<file path="config.mk">
export PLATFORM = sky130hd
export DESIGN_NAME = text_console_writer_flat
export DESIGN_NICKNAME = d
export VERILOG_FILES = /design/src/rtl/text_console_writer_pkg.sv /design/src/rtl/text_console_writer_if.sv /design/src/rtl/text_console_writer.sv /design/src/flat_wrapper.sv
export SDC_FILE = /design/constraint.sdc
export NUM_CORES = 1
export LEC_CHECK = 0
export BUFFER_PORTS_ARGS = -buffer_cell sky130_fd_sc_hd__clkbuf_2
export CORE_ASPECT_RATIO = 1.5
export CORE_MARGIN = 5
export CORE_UTILIZATION = 45
export CTS_CLUSTER_SIZE = 12
export DETAILED_ROUTE_END_ITERATION = 6
export PLACE_DENSITY = 0.68
export SETUP_SLACK_MARGIN = 0.02
export SLEW_MARGIN = 20
export SYNTH_ARGS = -nofsm -noshare
export SYNTH_HDL_FRONTEND = slang
export SYNTH_SLANG_ARGS = --single-unit
export TNS_END_PERCENT = 5
</file>
<file path="constraint.sdc">
create_clock -name clk -period 2.34 [get_ports clk]
set_input_delay 0.468 -clock clk [delete_from_list [all_inputs] [get_ports clk]]
set_output_delay 0.468 -clock clk [all_outputs]
set_load 0.02 [all_outputs]
</file>
<file path="src/rtl/text_console_writer_pkg.sv">
// Shared definitions for the text console writer and the VGA text renderer:
// grid geometry, blank glyph, control codes, FSM state and screen address packing.
package text_console_writer_pkg;

  localparam int COLS      = 80;
  localparam int ROWS      = 30;
  localparam int COL_BITS  = 7;
  localparam int ROW_BITS  = 5;
  localparam int ADDR_BITS = ROW_BITS + COL_BITS;

  localparam logic [7:0] BLANK = 8'h20;

  localparam logic [7:0] CC_BS = 8'h08;
  localparam logic [7:0] CC_LF = 8'h0A;
  localparam logic [7:0] CC_FF = 8'h0C;
  localparam logic [7:0] CC_CR = 8'h0D;

  typedef enum logic [1:0] {
    ST_IDLE,
    ST_CLEAR_ROW,
    ST_CLEAR_ALL
  } state_e;

  // Screen RAM address is {row, col}; columns beyond the visible width are simply unused.
  function automatic logic [ADDR_BITS-1:0] pack_addr(input logic [ROW_BITS-1:0] row,
                                                     input logic [COL_BITS-1:0] col);
    return {row, col};
  endfunction

endpackage

</file>
<file path="src/rtl/text_console_writer_if.sv">
// Byte-stream input handshake plus the screen RAM write port of the console writer.
interface text_console_writer_if;
  import text_console_writer_pkg::*;

  logic                 in_valid;
  logic [7:0]           in_char;
  logic                 in_ready;
  logic                 mem_we;
  logic [ADDR_BITS-1:0] mem_addr;
  logic [7:0]           mem_wdata;

  // Byte producer side (also observes the RAM write port)
  modport master (
    output in_valid, in_char,
    input  in_ready, mem_we, mem_addr, mem_wdata
  );

  // Console writer side
  modport slave (
    input  in_valid, in_char,
    output in_ready, mem_we, mem_addr, mem_wdata
  );

endinterface

</file>
<file path="src/rtl/text_console_writer.sv">
// Text console writer: consumes a byte stream, tracks a cursor on the character
// grid, interprets CR/LF/BS/FF and writes glyph codes into the screen RAM.
// Line advance blanks the new cursor row; FF and reset blank the whole grid.
module text_console_writer #(
  parameter int         COLS           = text_console_writer_pkg::COLS,
  parameter int         ROWS           = text_console_writer_pkg::ROWS,
  parameter logic [7:0] BLANK          = text_console_writer_pkg::BLANK,
  parameter bit         CLEAR_ON_RESET = 1'b1
) (
  input  logic                                   clk,
  input  logic                                   rst,
  text_console_writer_if.slave                   bus,
  output logic [text_console_writer_pkg::COL_BITS-1:0] cursor_col,
  output logic [text_console_writer_pkg::ROW_BITS-1:0] cursor_row,
  output logic                                   busy
);
  import text_console_writer_pkg::*;

  localparam logic [COL_BITS-1:0] COL_LAST = COL_BITS'(COLS - 1);
  localparam logic [ROW_BITS-1:0] ROW_LAST = ROW_BITS'(ROWS - 1);

  state_e               state_q;
  logic [COL_BITS-1:0]  col_q;
  logic [ROW_BITS-1:0]  row_q;
  logic [COL_BITS-1:0]  clr_col_q;
  logic [ROW_BITS-1:0]  clr_row_q;
  logic                 mem_we_q;
  logic [ADDR_BITS-1:0] mem_addr_q;
  logic [7:0]           mem_wdata_q;

  logic                 accept;
  logic [ROW_BITS-1:0]  row_adv_d;

  // Ready is withheld during reset so a held byte is never taken on the reset edge.
  assign bus.in_ready = (state_q == ST_IDLE) & ~rst;
  assign accept       = bus.in_valid & bus.in_ready;
  assign row_adv_d    = (row_q == ROW_LAST) ? '0 : row_q + 1'b1;

  assign bus.mem_we    = mem_we_q;
  assign bus.mem_addr  = mem_addr_q;
  assign bus.mem_wdata = mem_wdata_q;
  assign cursor_col    = col_q;
  assign cursor_row    = row_q;
  assign busy          = (state_q != ST_IDLE);

  // Control FSM, cursor, clear sequencer and registered RAM write port.
  always_ff @(posedge clk) begin
    if (rst) begin
      state_q     <= CLEAR_ON_RESET ? ST_CLEAR_ALL : ST_IDLE;
      col_q       <= '0;
      row_q       <= '0;
      clr_col_q   <= '0;
      clr_row_q   <= '0;
      mem_we_q    <= 1'b0;
      mem_addr_q  <= '0;
      mem_wdata_q <= BLANK;
    end else begin
      mem_we_q <= 1'b0;
      case (state_q)
        ST_IDLE: begin
          if (accept) begin
            if (bus.in_char == CC_CR) begin
              col_q <= '0;
            end else if (bus.in_char == CC_LF) begin
              col_q     <= '0;
              row_q     <= row_adv_d;
              clr_col_q <= '0;
              state_q   <= ST_CLEAR_ROW;
            end else if (bus.in_char == CC_BS) begin
              // Backspace stops at column 0: no wrap onto the previous row.
              if (col_q != '0) begin
                col_q       <= col_q - 1'b1;
                mem_we_q    <= 1'b1;
                mem_addr_q  <= pack_addr(row_q, col_q - 1'b1);
                mem_wdata_q <= BLANK;
              end
            end else if (bus.in_char == CC_FF) begin
              col_q     <= '0;
              row_q     <= '0;
              clr_col_q <= '0;
              clr_row_q <= '0;
              state_q   <= ST_CLEAR_ALL;
            end else if (bus.in_char >= 8'h20) begin
              mem_we_q    <= 1'b1;
              mem_addr_q  <= pack_addr(row_q, col_q);
              mem_wdata_q <= bus.in_char;
              if (col_q == COL_LAST) begin
                // Auto-wrap behaves like LF: the new row is blanked before more input.
                col_q     <= '0;
                row_q     <= row_adv_d;
                clr_col_q <= '0;
                state_q   <= ST_CLEAR_ROW;
              end else begin
                col_q <= col_q + 1'b1;
              end
            end
            // Remaining control codes are consumed without effect.
          end
        end

        ST_CLEAR_ROW: begin
          mem_we_q    <= 1'b1;
          mem_addr_q  <= pack_addr(row_q, clr_col_q);
          mem_wdata_q <= BLANK;
          if (clr_col_q == COL_LAST) begin
            clr_col_q <= '0;
            state_q   <= ST_IDLE;
          end else begin
            clr_col_q <= clr_col_q + 1'b1;
          end
        end

        ST_CLEAR_ALL: begin
          mem_we_q    <= 1'b1;
          mem_addr_q  <= pack_addr(clr_row_q, clr_col_q);
          mem_wdata_q <= BLANK;
          col_q       <= '0;
          row_q       <= '0;
          if (clr_col_q == COL_LAST) begin
            clr_col_q <= '0;
            if (clr_row_q == ROW_LAST) begin
              clr_row_q <= '0;
              state_q   <= ST_IDLE;
            end else begin
              clr_row_q <= clr_row_q + 1'b1;
            end
          end else begin
            clr_col_q <= clr_col_q + 1'b1;
          end
        end

        default: state_q <= ST_IDLE;
      endcase
    end
  end

endmodule
</file>
<file path="src/flat_wrapper.sv">
// flat-port wrapper written by rule: the top's interface ports become plain ports
module text_console_writer_flat import text_console_writer_pkg::*;
#(
  parameter int         COLS           = text_console_writer_pkg::COLS,
  parameter int         ROWS           = text_console_writer_pkg::ROWS,
  parameter logic [7:0] BLANK          = text_console_writer_pkg::BLANK,
  parameter bit         CLEAR_ON_RESET = 1'b1
)
  (clk, rst, cursor_col, cursor_row, busy, bus_in_valid, bus_in_char, bus_in_ready, bus_mem_we, bus_mem_addr, bus_mem_wdata);
  text_console_writer_if bus_i ();
  input  logic clk;
  input  logic rst;
  output logic [text_console_writer_pkg::COL_BITS-1:0] cursor_col;
  output logic [text_console_writer_pkg::ROW_BITS-1:0] cursor_row;
  output logic busy;
  input wire logic [$bits(bus_i.in_valid)-1:0] bus_in_valid;
  input wire logic [$bits(bus_i.in_char)-1:0] bus_in_char;
  output wire logic [$bits(bus_i.in_ready)-1:0] bus_in_ready;
  output wire logic [$bits(bus_i.mem_we)-1:0] bus_mem_we;
  output wire logic [$bits(bus_i.mem_addr)-1:0] bus_mem_addr;
  output wire logic [$bits(bus_i.mem_wdata)-1:0] bus_mem_wdata;
  assign bus_i.in_valid = bus_in_valid;
  assign bus_i.in_char = bus_in_char;
  assign bus_in_ready = bus_i.in_ready;
  assign bus_mem_we = bus_i.mem_we;
  assign bus_mem_addr = bus_i.mem_addr;
  assign bus_mem_wdata = bus_i.mem_wdata;
  text_console_writer #(.COLS(COLS), .ROWS(ROWS), .BLANK(BLANK), .CLEAR_ON_RESET(CLEAR_ON_RESET)) u_core (.clk(clk), .rst(rst), .bus(bus_i), .cursor_col(cursor_col), .cursor_row(cursor_row), .busy(busy));
endmodule
</file>
==> run_results.csv <==
group,metric,value,unit
hold_path,hold_path.class,"reg2reg",
placed_design,dp_cells,482,
placed_design,place_congestion,0.880,
setup_path,critPathLaunchType,"register",
pwr,p_sw,0.356,mW
sta,hold_viol_final,0,
die,num_io_pins,46,
routing,drtIter0Drc,201,
placed_design,port_buffers,45,
logic_synthesis,synth_edf_count,0,
global_route,grt_max_degree,33,
sta,finalSetupViolCount,0,
sta,slew_headroom,45.3,%
final_layout,drive_gt1_share,27.1,%
logic_synthesis,netlist_instances,347,
logic_synthesis,syn-cell-area,2950,um2
sta,holdWs,0.481,ns
clock_tree,cts.sinks,47,
die,die_width,76.1,um
pwr,seqPwrFrac,53.3,%
placed_design,hpwl,6530,um
pwr,ir_drop,0.303,mV
setup_path,arrival,2.37,ns
global_route,grt_pass1_vias,3016,
pwr,clockPowerShare,39.4,%
run_status,status,"finished, final reports clean",
clock_tree,root_buffer,"clkbuf_8",
final_layout,nets,435,
setup_path,cp_cell_sequence,"ha_1 -> and3_1 -> and3_1 -> o41ai_1 -> a22oi_1 -> o22ai_1",
routing,via_count,2998,
logic_synthesis,yosysSeqAreaShare,31.9,%
pwr,p_leak,1.41,nW
die,start_util,45.8,%
pwr,power_density,429,nW/um2
logic_synthesis,yosysTopAreaCell,"dfxtp_1",
logic_synthesis,synth_ff_type,"dfxtp_1",
logic_synthesis,synth.area.top_cells,"dfxtp_1 32%, ha_1 4.7%, a21oi_1 4.2%",
clock_tree,htree_levels,2,
clock_tree,cts_resized,0,
setup_path,critical_path_class,"reg2reg",
pwr,combPwrFrac,7.3,%
final_layout,syn_to_final_growth,20.6,%
routing,drt_wl_total,8480,um
routing,via_per_inst,6.12,
logic_synthesis,synth_nets,369,
pwr,p_int,1.17,mW
routing,drtAntennaViolNets,0,
global_route,grt_pass1_wl,14400,um
clock_tree,path_clk_slew,0.10,ns
sta,final_max_slew_viol_count,0,
clock_tree,ctsLongestPathBuffers,2,
clock_tree,postCtsSetupRepairBufs,0,
setup_path,endpoint_kind,"register",
logic_synthesis,yosysWarnings,0,
clock_tree,cts_tree,"done",
sta,rsz0062_at_grt,"no",
logic_synthesis,synthDistinctLibCells,66,
run,cap_violations,0,
global_route,overflow,0,
die,placementRows,36,
clock_tree,postCtsHoldBufs,0,
setup_path,cp_common_cell,"and3_1",
sta,worst_pin_slew,0.810,ns
logic_synthesis,ys_ff_latch,47,
sta,clock_skew,0.0137,ns
pwr,swShare,23.3,%
global_route,track_usage,21.0,%
setup_path,critPathMaxFanout,5,
routing,wl_per_cell,17.3,um
sta,min_period_over_period,91.8,%
setup_path,cp.required,2.57,ns
logic_synthesis,async_flop_share,0,%
final_layout,layout.cells.non_filler,490,
setup_path,slowest_delay,0.67,ns
logic_synthesis,yosysTopAreaCellShare,31.9,%
die,core_region_area,6440,um2
routing,first_pass_iters,5,
clock_tree,clk_latency,0.31,ns
routing,drcViolationCount,0,
die,fp.dieArea,8320,um2
sta,period_needed,2.15,ns
final_layout,diodes,0,
setup_path,cp_slowest_cell,"o41ai_1",
global_route,antenna_found_initial,0,
logic_synthesis,avgSynthCellArea,8.51,um2
die,die_h,109,um
sta,max_freq,466,MHz
clock_tree,cts_inserted_buffers,5,
logic make-up after synthesis:
logic type | count (synthesis) | share of synthesized area, %
buffers and inverters | 36 | 5.25
xor gates and xnor gates | 5 | 1.48
adders and majority gates | 11 | 4.66
DFF | 47 | 31.9
AOI/OAI and AO/OA | 122 | 31.4
muxes | 4 | 1.48
and+or+nand+nor | 122 | 23.9
final timing paths:
| kind | from | to | slack, ns | cells past startpoint |
|---|---|---|---|---|
| setup reg to reg | u_core.cursor_col[0] | u_core.cursor_col[4] | 0.19 | 6 |
| hold / removal | u_core.bus.mem_wdata[5] | u_core.bus.mem_wdata[5] | 0.48 | 2 |
| hold reg to reg | u_core.bus.mem_wdata[5] | u_core.bus.mem_wdata[5] | 0.48 | 2 |
| setup / recovery | u_core.cursor_col[0] | u_core.cursor_col[4] | 0.19 | 6 |
sequential cells by signal, indices dropped and copies added (netlist names):
name and count:
u_core.bus.mem_addr 12, u_core.bus.mem_wdata 8, u_core.bus.mem_we 1, u_core.clr_col_q 7
u_core.clr_row_q 5, u_core.cursor_col 7, u_core.cursor_row 5, u_core.state_q 2
synthesized netlist by cell type (2+ instances only):
| library cell | number |
|---|---|
| o31ai_1 | 5 |
| a311oi_1 | 2 |
| dfxtp_1 | 47 |
| or2_2 | 3 |
| nor2b_1 | 6 |
| a32oi_1 | 5 |
| a211oi_1 | 6 |
| nor3_1 | 13 |
| o211ai_1 | 2 |
| or3_1 | 4 |
| or4_1 | 2 |
| o21a_1 | 3 |
| a41oi_1 | 3 |
| nand2b_1 | 4 |
| nand3_1 | 17 |
| o41ai_1 | 2 |
| and3_1 | 7 |
| o22ai_1 | 7 |
| nor4b_2 | 2 |
| nand4b_1 | 5 |
| a22o_1 | 9 |
| buf_2 | 4 |
| a21oi_1 | 25 |
| a22oi_1 | 11 |
| o21ai_0 | 17 |
| nand4_1 | 5 |
| mux2_2 | 3 |
| ha_1 | 11 |
| xnor2_1 | 5 |
| nand2_1 | 19 |
| nand3b_1 | 3 |
| o211a_1 | 3 |
| clkbuf_1 | 15 |
| and4_1 | 2 |
| a21boi_0 | 2 |
| nor2_1 | 21 |
| buf_6 | 2 |
| inv_1 | 13 |
| a31oi_1 | 3 |
| a41o_1 | 3 |
final cells by class:
type / instances / area (um2)
fill: 607 / 2880
sequential: 47 / 941
clock buffer: 5 / 68.8
tap: 76 / 95.1
inverter: 14 / 52.6
multi-input combinational: 264 / 1860
timing repair buffer: 81 / 495
clock inverter: 3 / 43.8
worst max-delay path, delay by kind of cell, from the launching register on:
kind / cells / cell delay [ns]
AO/OA/AOI/OAI: 3 / 1.02
adder cells (fa/ha/maj): 1 / 0.25
flip-flops: 1 / 0.33
AND/OR/NAND/NOR: 2 / 0.47
cells in the final DEF, fill, tap and decap left out, types with 6 or more instances in the layout:
cell type / n
buf_4: 36
nand3_1: 17
nor2_1: 21
ha_1: 11
a22oi_1: 11
o22ai_1: 6
inv_1: 13
nand2_1: 19
and3_1: 7
a22o_1: 9
o21ai_0: 17
nor3_1: 13
a211oi_1: 6
clkbuf_2: 45
dfxtp_1: 47
a21oi_1: 25
nor2b_1: 6
routing by layer:
metal	global-route usage [%]	routed length, um	up-vias
li1	-	-	1466
met1	23.4	3370	1439
met2	38.1	4470	74
met3	4.38	384	19
met4	9.38	255	0
met5	0	0	-
power groups by stage:
stage / clock network (mW) / logic (mW) / registers, mW
floorplan: 0 / 0.0641 / 0.836
global placement: 0 / 0.110 / 0.833
detailed placement: 0 / 0.111 / 0.833
CTS: 0.614 / 0.112 / 0.814
global route: 0.654 / 0.123 / 0.816
finish: 0.602 / 0.112 / 0.814
through the flow:
stage | cell area, um2 | util (%) | power [mW] | worst slack [ns] | setup TNS (ns)
after detailed placement | 3440 | 53.4 | 0.944 | -0.00428 | -0.00428
after floorplan | 2950 | - | 0.900 | 0.0960 | 0
after global routing | 3560 | 55.3 | 1.59 | 0.0212 | 0
final | 3560 | 55.3 | 1.53 | 0.193 | 0
after global placement | 3440 | 53.4 | 0.943 | 0.0281 | 0
after CTS | 3550 | 55.2 | 1.54 | 0.176 | 0
(Power assumes the default switching activity.)
